<file path="src/rtl/lcd_timing_pkg.sv">
`default_nettype none
// ============================================================================
//  Module      : lcd_timing_pkg
//  Description : Shared constants, types and helper functions for the
//                480x272 TFT-LCD raster timing generator.
//  Revision    : 1.0 - initial release
// ============================================================================
package lcd_timing_pkg;

  // Width of every position counter and coordinate output.
  localparam int CNT_W = 10;

  // Largest line/frame total the CNT_W-bit counters can represent.
  localparam int MAX_TOTAL = 1 << CNT_W;

  // Default panel timing (480x272): pixels per line / lines per frame.
  localparam int DEF_H_ACTIVE = 480;
  localparam int DEF_H_FP     = 2;
  localparam int DEF_H_SYNC   = 41;
  localparam int DEF_H_BP     = 2;
  localparam int DEF_V_ACTIVE = 272;
  localparam int DEF_V_FP     = 2;
  localparam int DEF_V_SYNC   = 10;
  localparam int DEF_V_BP     = 2;

  typedef logic [CNT_W-1:0] cnt_t;

  // Registered output bundle; every field describes the same pixel.
  typedef struct packed {
    logic hsync;
    logic vsync;
    logic de;
    cnt_t h_count;
    cnt_t v_count;
    logic line_start;
    logic frame_start;
    cnt_t pix_x;
    cnt_t pix_y;
  } timing_t;

  // Idle values: syncs inactive (high), everything else zero.
  localparam timing_t TIMING_RESET = '{
    hsync       : 1'b1,
    vsync       : 1'b1,
    de          : 1'b0,
    h_count     : '0,
    v_count     : '0,
    line_start  : 1'b0,
    frame_start : 1'b0,
    pix_x       : '0,
    pix_y       : '0
  };

  // Total length of one axis: sync + back porch + active + front porch.
  function automatic int calc_axis_total(input int sync, input int bp,
                                         input int active, input int fp);
    return sync + bp + active + fp;
  endfunction

  // Pixels per line including blanking.
  function automatic int calc_h_total(input int h_sync, input int h_bp,
                                      input int h_active, input int h_fp);
    return calc_axis_total(h_sync, h_bp, h_active, h_fp);
  endfunction

  // Lines per frame including blanking.
  function automatic int calc_v_total(input int v_sync, input int v_bp,
                                      input int v_active, input int v_fp);
    return calc_axis_total(v_sync, v_bp, v_active, v_fp);
  endfunction

endpackage : lcd_timing_pkg
`default_nettype wire

</file>
<file path="src/rtl/lcd_axis_counter.sv">
`default_nettype none
// ============================================================================
//  Module      : lcd_axis_counter
//  Description : Generic wrapping position counter for one raster axis with
//                region decode (sync, back porch, active, front porch).
//  Revision    : 1.0 - initial release
// ============================================================================
module lcd_axis_counter
  import lcd_timing_pkg::*;
#(
  parameter int SYNC   = 1,
  parameter int BP     = 0,
  parameter int ACTIVE = 1,
  parameter int FP     = 0
) (
  input  logic             clk_i,
  input  logic             rst_i,
  input  logic             step_i,
  output logic [CNT_W-1:0] pos_o,
  output logic             sync_act_o,
  output logic             de_o,
  output logic             last_o
);

  localparam int TOTAL = calc_axis_total(SYNC, BP, ACTIVE, FP);

  // One extra bit so region bounds equal to MAX_TOTAL do not alias to zero.
  localparam int EXT_W = CNT_W + 1;

  localparam logic [EXT_W-1:0] C_SYNC_END = EXT_W'(SYNC);
  localparam logic [EXT_W-1:0] C_ACT_BEG  = EXT_W'(SYNC + BP);
  localparam logic [EXT_W-1:0] C_ACT_END  = EXT_W'(SYNC + BP + ACTIVE);
  localparam logic [CNT_W-1:0] C_LAST     = CNT_W'(TOTAL - 1);

  logic [CNT_W-1:0] pos_q;
  logic [CNT_W-1:0] pos_d;
  logic [EXT_W-1:0] w_pos_ext;
  logic             w_last;

  assign w_pos_ext = {1'b0, pos_q};
  assign w_last    = (pos_q == C_LAST);

  // Advance on each step, wrapping from the last position back to zero.
  always_comb begin
    pos_d = pos_q;
    if (step_i) begin
      if (w_last) begin
        pos_d = '0;
      end else begin
        pos_d = pos_q + 1'b1;
      end
    end
  end

  // Position register; reset wins over step.
  always_ff @(posedge clk_i) begin
    if (rst_i) begin
      pos_q <= '0;
    end else begin
      pos_q <= pos_d;
    end
  end

  assign pos_o      = pos_q;
  assign sync_act_o = (w_pos_ext < C_SYNC_END);
  assign de_o       = (w_pos_ext >= C_ACT_BEG) && (w_pos_ext < C_ACT_END);
  assign last_o     = w_last;

endmodule : lcd_axis_counter
`default_nettype wire

</file>
<file path="src/rtl/lcd_timing_gen.sv">
`default_nettype none
// ============================================================================
//  Module      : lcd_timing_gen
//  Description : Raster timing generator (Hsync, Vsync, DE, counters and
//                line/frame markers) for a 480x272 TFT-LCD, advanced by a
//                pixel-clock enable on the system clock.
//                Optional macro LCD_TIMING_PIXCOORD_EN enables the active-area
//                coordinate outputs PIX_X/PIX_Y (tied to zero otherwise).
//  Revision    : 1.0 - initial release
// ============================================================================
module lcd_timing_gen
  import lcd_timing_pkg::*;
#(
  parameter int H_ACTIVE = DEF_H_ACTIVE,
  parameter int H_FP     = DEF_H_FP,
  parameter int H_SYNC   = DEF_H_SYNC,
  parameter int H_BP     = DEF_H_BP,
  parameter int V_ACTIVE = DEF_V_ACTIVE,
  parameter int V_FP     = DEF_V_FP,
  parameter int V_SYNC   = DEF_V_SYNC,
  parameter int V_BP     = DEF_V_BP
) (
  input  logic             CLK,
  input  logic             RESET,
  input  logic             PIX_CE,
  output logic             Hsync,
  output logic             Vsync,
  output logic             DE,
  output logic [CNT_W-1:0] H_COUNT,
  output logic [CNT_W-1:0] V_COUNT,
  output logic             LINE_START,
  output logic             FRAME_START,
  output logic [CNT_W-1:0] PIX_X,
  output logic [CNT_W-1:0] PIX_Y
);

  localparam int H_TOTAL = calc_h_total(H_SYNC, H_BP, H_ACTIVE, H_FP);
  localparam int V_TOTAL = calc_v_total(V_SYNC, V_BP, V_ACTIVE, V_FP);

  // Reject timings whose totals do not fit the position counters.
  if (H_TOTAL > MAX_TOTAL) begin : g_h_total_chk
    $error("lcd_timing_gen: H_TOTAL %0d exceeds %0d", H_TOTAL, MAX_TOTAL);
  end
  if (V_TOTAL > MAX_TOTAL) begin : g_v_total_chk
    $error("lcd_timing_gen: V_TOTAL %0d exceeds %0d", V_TOTAL, MAX_TOTAL);
  end

  logic [CNT_W-1:0] h_pos;
  logic [CNT_W-1:0] v_pos;
  logic             h_sync_act;
  logic             v_sync_act;
  logic             h_de;
  logic             v_de;
  logic             h_last;
  logic             v_last;
  logic             v_step;

  timing_t out_q;
  timing_t out_d;

  // The line counter steps on the pixel that closes the current line, so
  // the horizontal wrap and vertical increment share one edge.
  assign v_step = h_last & PIX_CE;

  lcd_axis_counter #(
    .SYNC   (H_SYNC),
    .BP     (H_BP),
    .ACTIVE (H_ACTIVE),
    .FP     (H_FP)
  ) u_h_axis (
    .clk_i      (CLK),
    .rst_i      (RESET),
    .step_i     (PIX_CE),
    .pos_o      (h_pos),
    .sync_act_o (h_sync_act),
    .de_o       (h_de),
    .last_o     (h_last)
  );

  lcd_axis_counter #(
    .SYNC   (V_SYNC),
    .BP     (V_BP),
    .ACTIVE (V_ACTIVE),
    .FP     (V_FP)
  ) u_v_axis (
    .clk_i      (CLK),
    .rst_i      (RESET),
    .step_i     (v_step),
    .pos_o      (v_pos),
    .sync_act_o (v_sync_act),
    .de_o       (v_de),
    .last_o     (v_last)
  );

`ifdef LCD_TIMING_PIXCOORD_EN
  localparam logic [CNT_W-1:0] C_X_OFS = CNT_W'(H_SYNC + H_BP);
  localparam logic [CNT_W-1:0] C_Y_OFS = CNT_W'(V_SYNC + V_BP);
`endif

  // Capture the decoded pixel on each enable; markers only live one cycle.
  always_comb begin
    out_d             = out_q;
    out_d.line_start  = 1'b0;
    out_d.frame_start = 1'b0;
    if (PIX_CE) begin
      out_d.hsync       = ~h_sync_act;
      out_d.vsync       = ~v_sync_act;
      out_d.de          = h_de & v_de;
      out_d.h_count     = h_pos;
      out_d.v_count     = v_pos;
      out_d.line_start  = (h_pos == '0);
      out_d.frame_start = (h_pos == '0) && (v_pos == '0);
`ifdef LCD_TIMING_PIXCOORD_EN
      if (h_de & v_de) begin
        out_d.pix_x = h_pos - C_X_OFS;
        out_d.pix_y = v_pos - C_Y_OFS;
      end else begin
        out_d.pix_x = '0;
        out_d.pix_y = '0;
      end
`else
      out_d.pix_x = '0;
      out_d.pix_y = '0;
`endif
    end
  end

  // Output register bank; reset has priority over the pixel enable.
  always_ff @(posedge CLK) begin
    if (RESET) begin
      out_q <= TIMING_RESET;
    end else begin
      out_q <= out_d;
    end
  end

  // The frame wrap is already implied by the vertical counter itself.
  logic w_unused;
  assign w_unused = v_last;

  assign Hsync       = out_q.hsync;
  assign Vsync       = out_q.vsync;
  assign DE          = out_q.de;
  assign H_COUNT     = out_q.h_count;
  assign V_COUNT     = out_q.v_count;
  assign LINE_START  = out_q.line_start;
  assign FRAME_START = out_q.frame_start;
  assign PIX_X       = out_q.pix_x;
  assign PIX_Y       = out_q.pix_y;

endmodule : lcd_timing_gen
`default_nettype wire

</file>
<file path="config.mk">
export PLATFORM = sky130hd
export DESIGN_NAME = lcd_timing_gen
export DESIGN_NICKNAME = d
export VERILOG_FILES = /design/src/rtl/lcd_timing_pkg.sv /design/src/rtl/lcd_axis_counter.sv /design/src/rtl/lcd_timing_gen.sv
export SDC_FILE = /design/constraint.sdc
export NUM_CORES = 1
export LEC_CHECK = 0
export BUFFER_PORTS_ARGS = -buffer_cell sky130_fd_sc_hd__buf_2
export CORE_MARGIN = 4
export CORE_UTILIZATION = 41
export DETAILED_ROUTE_END_ITERATION = 10
export GPL_TIMING_DRIVEN = 0
export PLACE_DENSITY = 0.71
export REMOVE_ABC_BUFFERS = 1
export SLEW_MARGIN = 30
export SYNTH_ARGS = -nofsm -noshare
export SYNTH_HDL_FRONTEND = slang
export SYNTH_SLANG_ARGS = --single-unit
</file>
<file path="constraint.sdc">
create_clock -name CLK -period 1.6 [get_ports CLK]
set_input_delay 0.4 -clock CLK [delete_from_list [all_inputs] [get_ports CLK]]
set_output_delay 0.4 -clock CLK [all_outputs]
set_load 0.05 [all_outputs]
</file>
==> flow_summary.yaml <==
worst_setup_path:
  worstPathCellList: "or4_4, a2111oi_4, a21oi_1, or3_1"
  cp_max_fo: 5
  max_stage_delay_ns: 0.58
  cp.arrival_ns: 1.89
  r2r_slack_ns: -0.12
  crit_slowest_cell: "or4_4"
  endpoint_kind: "flip-flop"
  crit_path_start_kind: "flip-flop"
  worst-setup-path-type: "flip-flop to flip-flop"
  cp_top_family: "simple AND/OR/NAND/NOR gates"
  critPathBufInv: 0
  worst-endpoint-required_ns: 1.77
cts:
  clockBufferDepth: 2
  cts_tree: "yes"
  clock-root-buffer: "clkbuf_8"
  clock_sinks: 45
  cts_hold_buf: 0
  cts_buffers: 5
  clk_pin_slew_worst_paths_ns: 0.08
  insertion_delay_ns: 0.29
  htree_levels: 2
detailed_routing:
  drtPass1Iterations: 4
  routedWlPerCell_um: 12.9
  drcViolationCount: 0
  vias: 1799
  drtAntennaViolNets: 0
  viasPerCell: 5.08
  drt_wl_total_um: 4580
  drt_iter0_drc: 137
yosys:
  ys_seq_area_frac: 0.407
  ys_async_sr_fraction: 0
  synth_compound_area_frac: 0.0962
  synth_top_family_by_area: "simple AND/OR/NAND/NOR gates"
  synth.ff_latch_count: 45
  synth_edf_count: 0
  netlist_area_um2: 2210
  synthXorXnorAreaFrac: 0.0356
  synthCells: 251
  synth_top_area_cell: "dfxtp_1"
  syn_area_per_cell_um2: 8.81
  synth_fa_ha_area_frac: 0.0283
  synth_top_cell_area_share: 0.407
  synthMuxAreaShare: 0.0860
  synth_cell_types: 43
  synth-simple-area-share: 0.231
  synth_area_leaders: "dfxtp_1 41%, mux2i_1 8.6%, buf_4 6.8%"
  synth_ff_type: "dfxtp_1"
  yosys_warnings: 0
layout:
  mostFrequentLayoutCells: "36 x nor2_1, 34 x dfxtp_1, 26 x buf_2, 20 x conb_1, 19 x mux2i_1"
  layout-drive-gt1-share: 0.289
  post-route-util: 0.506
  syn2layout_area_growth_pct: 18.2
  final_nets: 291
  final_common_cell: "nor2_1"
  antenna_cells: 0
  stdcell_count: 354
placed_design:
  placed_cells: 331
  hpwl_um: 2860
  dp_worst_setup_slack_ns: -0.816
  port_buffers: 27
  gp_congestion: 0.809
timing:
  final-max-slew-violation-count: 0
  hold_viol_final: 0
  fin_skew_ns: 0.00899
  period_minus_slack_ns: 1.72
  setup_viol: 17
  tns_ns: -0.849
  rsz0062_at_grt: "true"
  max_freq_ghz: 0.583
  fin_crit_sh: 1.07
  maxSlewHeadroom: 0.548
  tightest_slew_ns: 0.678
  setup_slack_ns: -0.115
global_route:
  antenna_found_initial: 0
  grt_pass1_wl_um: 7190
  grt_max_degree: 38
  overflow: 0
  first_global_vias: 1638
  track_usage: 0.136
die:
  core_um2: 5170
  rows: 26
  die_area_um2: 6630
  dieHeight_um: 81.5
  ios: 48
  die_w_um: 81.5
  start_util: 0.428
power_and_ir_drop:
  clockPowerShare: 0.308
  combPwrFrac: 0.155
  swShare: 0.280
  p_per_area_nw_per_um2: 822
  p_switching_mw: 0.601
  leakagePower_nw: 1.14
  cell_internal_pwr_mw: 1.55
  pwr-share-seq: 0.536
  peakVddDrop_mv: 0.297
outcome:
  violations: "setup timing"
  status: "complete, but fails checks"
job:
  max-cap-violations: 0
hold_path:
  hold_path_class: "flip-flop to flip-flop"
## metal layers
| layer | track usage | routed length [um] |
|---|---|---|
| met1 | 0.166 | 2080 |
| met2 | 0.222 | 2100 |
| met3 | 0.0406 | 325 |
| met4 | 0.0591 | 78 |
| met5 | 0 | 0 |
## power groups by stage
stage                     clock [mW]  combinational (mW)  sequential, mW
final                          0.663               0.334            1.15
after global routing           0.721               0.356            1.15
after detailed placement           0               0.260            1.19
after floorplan                    0               0.165            1.22
after global placement             0               0.259            1.19
after CTS                      0.685               0.308            1.15
## timing repair
| action | CTS | global route |
|---|---|---|
| pin swaps | 12 | 9 |
| endpoints found under the setup margin | 21 | 21 |
| resized for setup | 31 | 10 |
| buffers inserted | 9 | 6 |
## worst paths after layout
check,startpoint,to,cells after the start
worst max-delay path,u_v_axis.pos_o[5],Vsync,4
worst min-delay path,V_COUNT[1],V_COUNT[1],2
worst max register to register,u_v_axis.pos_o[5],Vsync,4
worst min register to register,V_COUNT[1],V_COUNT[1],2
## sequential cells by signal, indices dropped and copies added (netlist names)
register / cells
Hsync: 1
Vsync: 1
u_v_axis.pos_o: 10
LINE_START: 1
H_COUNT: 10
u_h_axis.pos_o: 10
DE: 1
FRAME_START: 1
V_COUNT: 10
## stage by stage
stage / total power [mW] / hold WS (ns) / instance area, um2
after detailed placement: 1.45 / 0.461 / 2280
final: 2.15 / 0.469 / 2620
after global placement: 1.44 / 0.459 / 2280
after floorplan: 1.39 / 0.463 / 2060
after global routing: 2.23 / 0.517 / 2620
after CTS: 2.15 / 0.474 / 2530
## cell type report
type | instances | area (um2)
Fill cell | 493 | 2560
Timing Repair Buffer | 42 | 265
Multi-Input combinational cell | 181 | 1230
Tap cell | 70 | 87.6
Inverter | 8 | 30.0
Sequential cell | 45 | 922
Clock buffer | 8 | 80.1
## synthesized netlist by cell type, types with 3 or more instances
cell type,count
xor2_1,7
or3_1,5
buf_4,20
inv_1,8
nand2b_1,4
nor2_1,36
nand2_1,9
and3_1,7
o21ai_0,6
clkbuf_1,6
or4_1,3
ha_1,5
clkbuf_2,3
a21oi_1,13
mux2i_1,19
and2_1,3
nand4_1,6
dfxtp_1,45
buf_2,7
nand3_1,12
## tightest hold or removal path, cell delays in order, from the launching register on
cell,delay [ns]
dfxtp_1,0.31
nand2b_1,0.06
a21oi_1,0.06
## cells by family after synthesis
family	Yosys count
AO/OA/AOI/OAI	31
multiplexers	19
flip-flops	45
buffers and inverters	44
other	1
XOR/XNOR	9
AND/OR/NAND/NOR	97
adder cells (fa/ha/maj)	5
(Power assumes the default switching activity.)
